$ cat src/rtl/conv_out_sched.sv
// Output-side sequencer for one convolution layer: MAC pacing per pixel, then one buffer write per pixel.
// Define CONV_SCHED_PERF_CNT_EN to build the busy-cycle counter on cycle_cnt; otherwise cycle_cnt is 0.
//
// state | meaning
// IDLE  | waiting for start
// ACC   | counting M operand beats for the current pixel
// WRITE | holding the output write request until accepted
// DONE  | one-cycle end-of-layer marker
module conv_out_sched #(
  parameter int KERNEL     = 5,
  parameter int IN_GROUPS  = 1,
  parameter int OUT_ROWS   = 28,
  parameter int OUT_COLS   = 28,
  parameter int OUT_GROUPS = 2,
  parameter int ADDR_W     = 16
) (
  input  logic              clk,
  input  logic              rst_n,
  input  logic              start,
  input  logic              in_valid,
  input  logic              wr_stall,
  output logic              mac_en,
  output logic              mac_clr,
  output logic [7:0]        mac_idx,
  output logic              wr_en,
  output logic [ADDR_W-1:0] wr_addr,
  output logic              busy,
  output logic              done,
  output logic [31:0]       cycle_cnt
);

  localparam int M     = KERNEL * KERNEL * IN_GROUPS;
  localparam int P     = OUT_ROWS * OUT_COLS;
  localparam int PIX_W = $clog2(P + 1);
  localparam int GRP_W = $clog2(OUT_GROUPS + 1);

  localparam logic [7:0]        M_LAST = 8'(M - 1);
  localparam logic [PIX_W-1:0]  P_LAST = PIX_W'(P - 1);
  localparam logic [GRP_W-1:0]  G_LAST = GRP_W'(OUT_GROUPS - 1);
  localparam logic [ADDR_W-1:0] P_STEP = ADDR_W'(P);

  localparam longint TOTAL_WORDS = longint'(OUT_GROUPS) * longint'(P);
  localparam longint ADDR_SPAN   = longint'(1) << ADDR_W;

  if (M > 256) begin : g_chk_m
    $error("conv_out_sched: KERNEL*KERNEL*IN_GROUPS exceeds 256");
  end
  if (TOTAL_WORDS > ADDR_SPAN) begin : g_chk_addr
    $error("conv_out_sched: OUT_GROUPS*OUT_ROWS*OUT_COLS does not fit in ADDR_W");
  end

  typedef enum logic [1:0] {
    S_IDLE  = 2'd0,
    S_ACC   = 2'd1,
    S_WRITE = 2'd2,
    S_DONE  = 2'd3
  } state_t;

  state_t             state_q, state_d;
  logic [7:0]         mac_idx_q, mac_idx_d;
  logic [PIX_W-1:0]   pixel_q, pixel_d;
  logic [GRP_W-1:0]   group_q, group_d;
  logic [ADDR_W-1:0]  base_q, base_d;
  logic [ADDR_W-1:0]  wr_addr_q, wr_addr_d;
  logic               wr_en_q, wr_en_d;
  logic               busy_q, busy_d;
  logic               done_q, done_d;

  always_comb begin
    state_d   = state_q;
    mac_idx_d = mac_idx_q;
    pixel_d   = pixel_q;
    group_d   = group_q;
    base_d    = base_q;
    wr_addr_d = wr_addr_q;

    case (state_q)
      S_IDLE: begin
        if (start) begin
          state_d   = S_ACC;
          mac_idx_d = '0;
          pixel_d   = '0;
          group_d   = '0;
          base_d    = '0;
        end
      end

      S_ACC: begin
        if (in_valid) begin
          if (mac_idx_q == M_LAST) begin
            mac_idx_d = '0;
            state_d   = S_WRITE;
            wr_addr_d = base_q + ADDR_W'(pixel_q);
          end else begin
            mac_idx_d = mac_idx_q + 8'd1;
          end
        end
      end

      S_WRITE: begin
        // Address and request stay frozen until the buffer takes the word.
        if (!wr_stall) begin
          if (pixel_q < P_LAST) begin
            pixel_d = pixel_q + PIX_W'(1);
            state_d = S_ACC;
          end else if (group_q < G_LAST) begin
            pixel_d = '0;
            group_d = group_q + GRP_W'(1);
            base_d  = base_q + P_STEP;
            state_d = S_ACC;
          end else begin
            state_d = S_DONE;
          end
        end
      end

      S_DONE: begin
        state_d = S_IDLE;
      end

      default: begin
        state_d = S_IDLE;
      end
    endcase

    wr_en_d = (state_d == S_WRITE);
    busy_d  = (state_d != S_IDLE);
    done_d  = (state_d == S_DONE);
  end

  always_ff @(posedge clk) begin
    if (!rst_n) begin
      state_q   <= S_IDLE;
      mac_idx_q <= '0;
      pixel_q   <= '0;
      group_q   <= '0;
      base_q    <= '0;
      wr_addr_q <= '0;
      wr_en_q   <= 1'b0;
      busy_q    <= 1'b0;
      done_q    <= 1'b0;
    end else begin
      state_q   <= state_d;
      mac_idx_q <= mac_idx_d;
      pixel_q   <= pixel_d;
      group_q   <= group_d;
      base_q    <= base_d;
      wr_addr_q <= wr_addr_d;
      wr_en_q   <= wr_en_d;
      busy_q    <= busy_d;
      done_q    <= done_d;
    end
  end

  // The accumulator follows operand validity directly while in ACC.
  assign mac_en  = (state_q == S_ACC) && in_valid;
  assign mac_clr = mac_en && (mac_idx_q == 8'd0);
  assign mac_idx = mac_idx_q;
  assign wr_en   = wr_en_q;
  assign wr_addr = wr_addr_q;
  assign busy    = busy_q;
  assign done    = done_q;

`ifdef CONV_SCHED_PERF_CNT_EN
  logic [31:0] cyc_q, cyc_d;

  always_comb begin
    cyc_d = cyc_q;
    if (state_q == S_IDLE && start) begin
      cyc_d = '0;
    end else if ((state_q == S_ACC || state_q == S_WRITE) && cyc_q != 32'hFFFF_FFFF) begin
      cyc_d = cyc_q + 32'd1;
    end
  end

  always_ff @(posedge clk) begin
    if (!rst_n) begin
      cyc_q <= '0;
    end else begin
      cyc_q <= cyc_d;
    end
  end

  assign cycle_cnt = cyc_q;
`else
  assign cycle_cnt = '0;
`endif

endmodule

$ cat config.mk
export PLATFORM = sky130hd
export DESIGN_NAME = conv_out_sched
export DESIGN_NICKNAME = d
export VERILOG_FILES = /design/src/rtl/conv_out_sched.sv
export SDC_FILE = /design/constraint.sdc
export NUM_CORES = 1
export LEC_CHECK = 0
export CORE_MARGIN = 3
export CORE_UTILIZATION = 35
export CTS_CLUSTER_DIAMETER = 60
export DETAILED_ROUTE_END_ITERATION = 8
export PLACE_DENSITY = 0.68
export SLEW_MARGIN = 5
export SYNTH_ARGS = -nofsm -noshare
export SYNTH_HDL_FRONTEND = slang
export SYNTH_SLANG_ARGS = --single-unit
$ cat constraint.sdc
create_clock -name clk -period 2.15 [get_ports clk]
set_clock_uncertainty 0.2 [all_clocks]
set_input_delay 0.3225 -clock clk [delete_from_list [all_inputs] [get_ports clk]]
set_output_delay 0.3225 -clock clk [all_outputs]
set_load 0.01 [all_outputs]
==> out/summary.md <==
The run gives 0.8129 as the global placement routability congestion. The number of rows in the core area is 33. Share of flip-flops with an asynchronous set or reset: 0. The kind of end point of the critical path is a register.

At the worst endpoint, the required time is 2.19 ns. Using the TritonRoute via totals, the vias-per-cell ratio works out to 4.956. For this design, the sink count on the clock tree is 53. 66 I/O pins were placed. The synthesized area was 0.002993 mm2; the number of antenna violations at the first check in global routing was 0.

Yosys printed 0 warnings. Fill cells in the final layout number 829. Footprint of the multi-input gates: 0.001748 mm2. The synthesized-area fraction occupied by xor and xnor cells came out at 0.07609. The largest net degree at the start of global routing was 22. The dominant cell by count in the synthesized netlist is dfxtp_1. After detailed routing, the met2 layer carries 3.116 mm of wire. The proportion of netlist area held by the largest area contributor works out to 0.3545.

The commonest cells after synthesis are 53 x dfxtp_1, 34 x nor2_1, 33 x buf_4, 29 x a21oi_1, 29 x nand2_1. In the post-synthesis netlist, the biggest area contributors are dfxtp_1 35%, buf_4 8.3%, ha_1 5.0%, a21oi_1 4.8%, nor2_1 4.3%. The design draws 0.001825 W. The run gives 2582 as the number of vias in the routed layout.

The dominant cell type by count on the critical path was a21oi_2. The logs give 0.6304 for the worst max-slew margin expressed relative to the limit and 0.3545 for the part of the Yosys area used for sequential elements. In this run, the number of DRC markers left after iteration 0 of detailed routing was 75.

The number of enable-type register cells in the synthesized netlist was 0; the routed metal-1 wirelength was 2.971 mm. The tools report the instance count after placement with tap cells included as 511. The pre-antenna-repair detailed-routing pass consisted of 4 iterations. The logs give 294 um for the routed length on met3 and 0 for the total DRC errors in the routed layout.

The total overflow left after global routing is 0. Combinational family with the most area after synthesis: simple AND/OR/NAND/NOR gates. The starting density of the core is 0.3624. Synthesis inferred 53 register bits.

The count of final hold-check violations came out at 0. Final wirelength: 6.484 mm. The count of mapped cells out of synthesis was 349; the quantity of I/O buffers inserted on ports was 33. After clock tree synthesis, the flow added hold-fix buffers numbering 0. The deepest clock path buffer count was 2. The logs give 0.2243 mV for the worst vdd rail ir drop and 10.83 mm for the global-route wire length before repair. Across the whole layout, storage elements account for 0.001065 mm2. The later pin in the worst-skew pair is clocked with a latency of 0.31 ns. The logs give 0 for the number of pins exceeding their max-slew limit in the final report and 5 for the number of buffers inserted during clock tree synthesis.

The die is 98.47 um wide. After the last flow step, the layout net total stands at 432. On the worst path, the slowest cell contributes a delay of 0.52 ns. The post-CTS clock slew at the launch and capture registers of the worst setup and hold paths came out at 0.10 ns.

The count of cell types in the netlist came out at 52. Once routing completed, OpenROAD measured the worst setup slack at 0.07712 ns. The remaining antenna violation count was 0; the mean area per synthesized cell was 8.576 um2. From bottom edge to top edge, the die measures 98.47 um.

The measured slew at the worst slew-check pin is 0.5502 ns, and the worst slack at placement is -0.2923 ns. Timing would allow up to 482.4 MHz. Shortest period the worst path allows: 2.073 ns. TritonCTS built the clock tree.

The share of the clock period used by the worst path was 0.9641. From synthesis to final layout, the design area changed by 24.29%. The final core utilization was 0.4505. For the worst setup path, the data arrival time is 2.11 ns.

Simple-gate share of the synthesized area: 0.2115. The largest individual stage delay along the critical path comes from the cell or4_1. The finished layout holds 521 standard cells, fillers aside. The highest metal layer used by the detailed router is met4. The flow ran to the end, and the final reports show no timing, DRC or antenna violations.

Adder-cell area share of the yosys netlist: 0.05017. The complex-gate fraction of the synthesized area was 0.1681. The worst setup path is of the reg -> reg kind. The via count of the first global-routing pass was 2472; the area of the die was 0.009696 mm2.

The master cell of the clock root buffer is clkbuf_8. Largest area contributor in the netlist: dfxtp_1. Traced cell by cell, the critical path runs through ha_4, nand3_2, a21oi_2, a32oi_2, buf_12, or4_1, a21oi_2. For the total routing usage reported by global routing, the log shows 0.1307. The worst hold path belongs to the class reg -> reg.

Dividing total power by cell area gives a power density of 490.5 mW/mm2. In the synthesized netlist the dominant register cell turns out to be dfxtp_1. For this design the static power due to leakage is 1.451 nW.

Max-cap violations in this run came to 0. Proportion of layout cells with a drive suffix above 1: 0.1538. The worst setup path is launched from a register. The run gives 0 as the antenna diode count. The clock tree synthesis step divided the H-tree into 2 levels. Of all nets on the critical path, the largest fanout is 21.

The routed wirelength normalized by instance count was 12.45 um. The multiplexer share of the synthesized area came out at 0.02007. The final-report setup violation count was 0.

Once detailed placement completed, the half-perimeter wirelength came to 4.949 mm. The core region is 0.008258 mm2.
-- power breakdown --
group          internal, W  switching [W]  total [W]
Combinational    0.0000839       0.000126   0.000210
Clock             0.000262       0.000343   0.000605
Sequential        0.000994      0.0000157    0.00101
Total              0.00134       0.000485    0.00182
-- kinds of logic after synthesis --
family / after synthesis
simple gates: 123
fa+ha+maj: 12
xor+xnor: 26
compound gates: 76
buf+inv: 52
other cells: 1
flops: 53
mux: 6
-- cell usage in the layout, fill, tap and decap left out, drive strengths merged, types with 2 or more instances in the layout --
master / count
a21oi: 30
clkinv: 2
nor2: 35
a211o: 2
o22ai: 3
nand4: 6
o21ai: 18
ha: 12
nand2: 30
clkdlybuf4s50: 30
o211ai: 2
nand3: 10
nand2b: 3
buf: 37
and4: 3
clkbuf: 6
xnor2: 14
a211oi: 5
dlygate4sd2: 2
xor2: 12
o21bai: 3
conb: 33
mux2i: 6
or4: 6
or3: 5
nor2b: 2
nor3: 8
nor4: 4
and3: 6
inv: 9
dfxtp: 53
and3b: 2
o31ai: 4
-- per-layer routing --
metal / vias up / GRT usage
met3: 12 / 0.02689
met5: - / 0
li1: 1298 / -
met2: 65 / 0.2262
met1: 1207 / 0.1648
met4: 0 / 0.03676
-- area by class of cell --
type / count / share of cell area
timing repair buffer: 70 / 0.1736
multi-input combinational: 276 / 0.4699
tap: 105 / 0.03532
clock inverter: 2 / 0.003700
clock buffer: 6 / 0.02220
inverter: 9 / 0.009082
sequential: 53 / 0.2862
-- metrics by stage --
step / instance area (um2) / hold slack, ns / TNS [ns]
after global routing: 3720 / 0.2936 / -0.009572
after detailed placement: 3555 / 0.2490 / -2.250
after CTS: 3662 / 0.2645 / 0
after floorplan: 3113 / 0.2319 / 0
final: 3720 / 0.2612 / 0
after global placement: 3555 / 0.2439 / -1.720
-- flip-flops by register name (all words and copies together), names as in the netlist --
register  flops
state_q       2
wr_addr      16
base_q       12
wr_en         1
pixel_q      10
busy          1
group_q       2
mac_idx       8
done          1
-- worst max-delay path, delay by kind of cell (launching register included) --
kind | cells | cell delay, ns
DFF | 1 | 0.36
and+or+nand+nor | 2 | 0.63
AOI/OAI and AO/OA | 3 | 0.48
adders and majority gates | 1 | 0.15
buffers and inverters | 1 | 0.17
-- worst paths after layout --
path	from	end	slack, ns	depth (start not counted)
setup / recovery	pixel_q[0]	base_q[15]	0.08	7
hold / removal	group_q[1]	group_q[1]	0.26	2
setup reg to reg	pixel_q[0]	base_q[15]	0.08	7
hold reg to reg	group_q[1]	group_q[1]	0.26	2
-- what timing repair did --
action,4_1_cts,5_1_grt
setup buffers,1,1
endpoints found under the setup margin,2,16
resized for setup,3,13
pin swaps,1,2
Note: power is estimated with default switching activity, not from simulation.
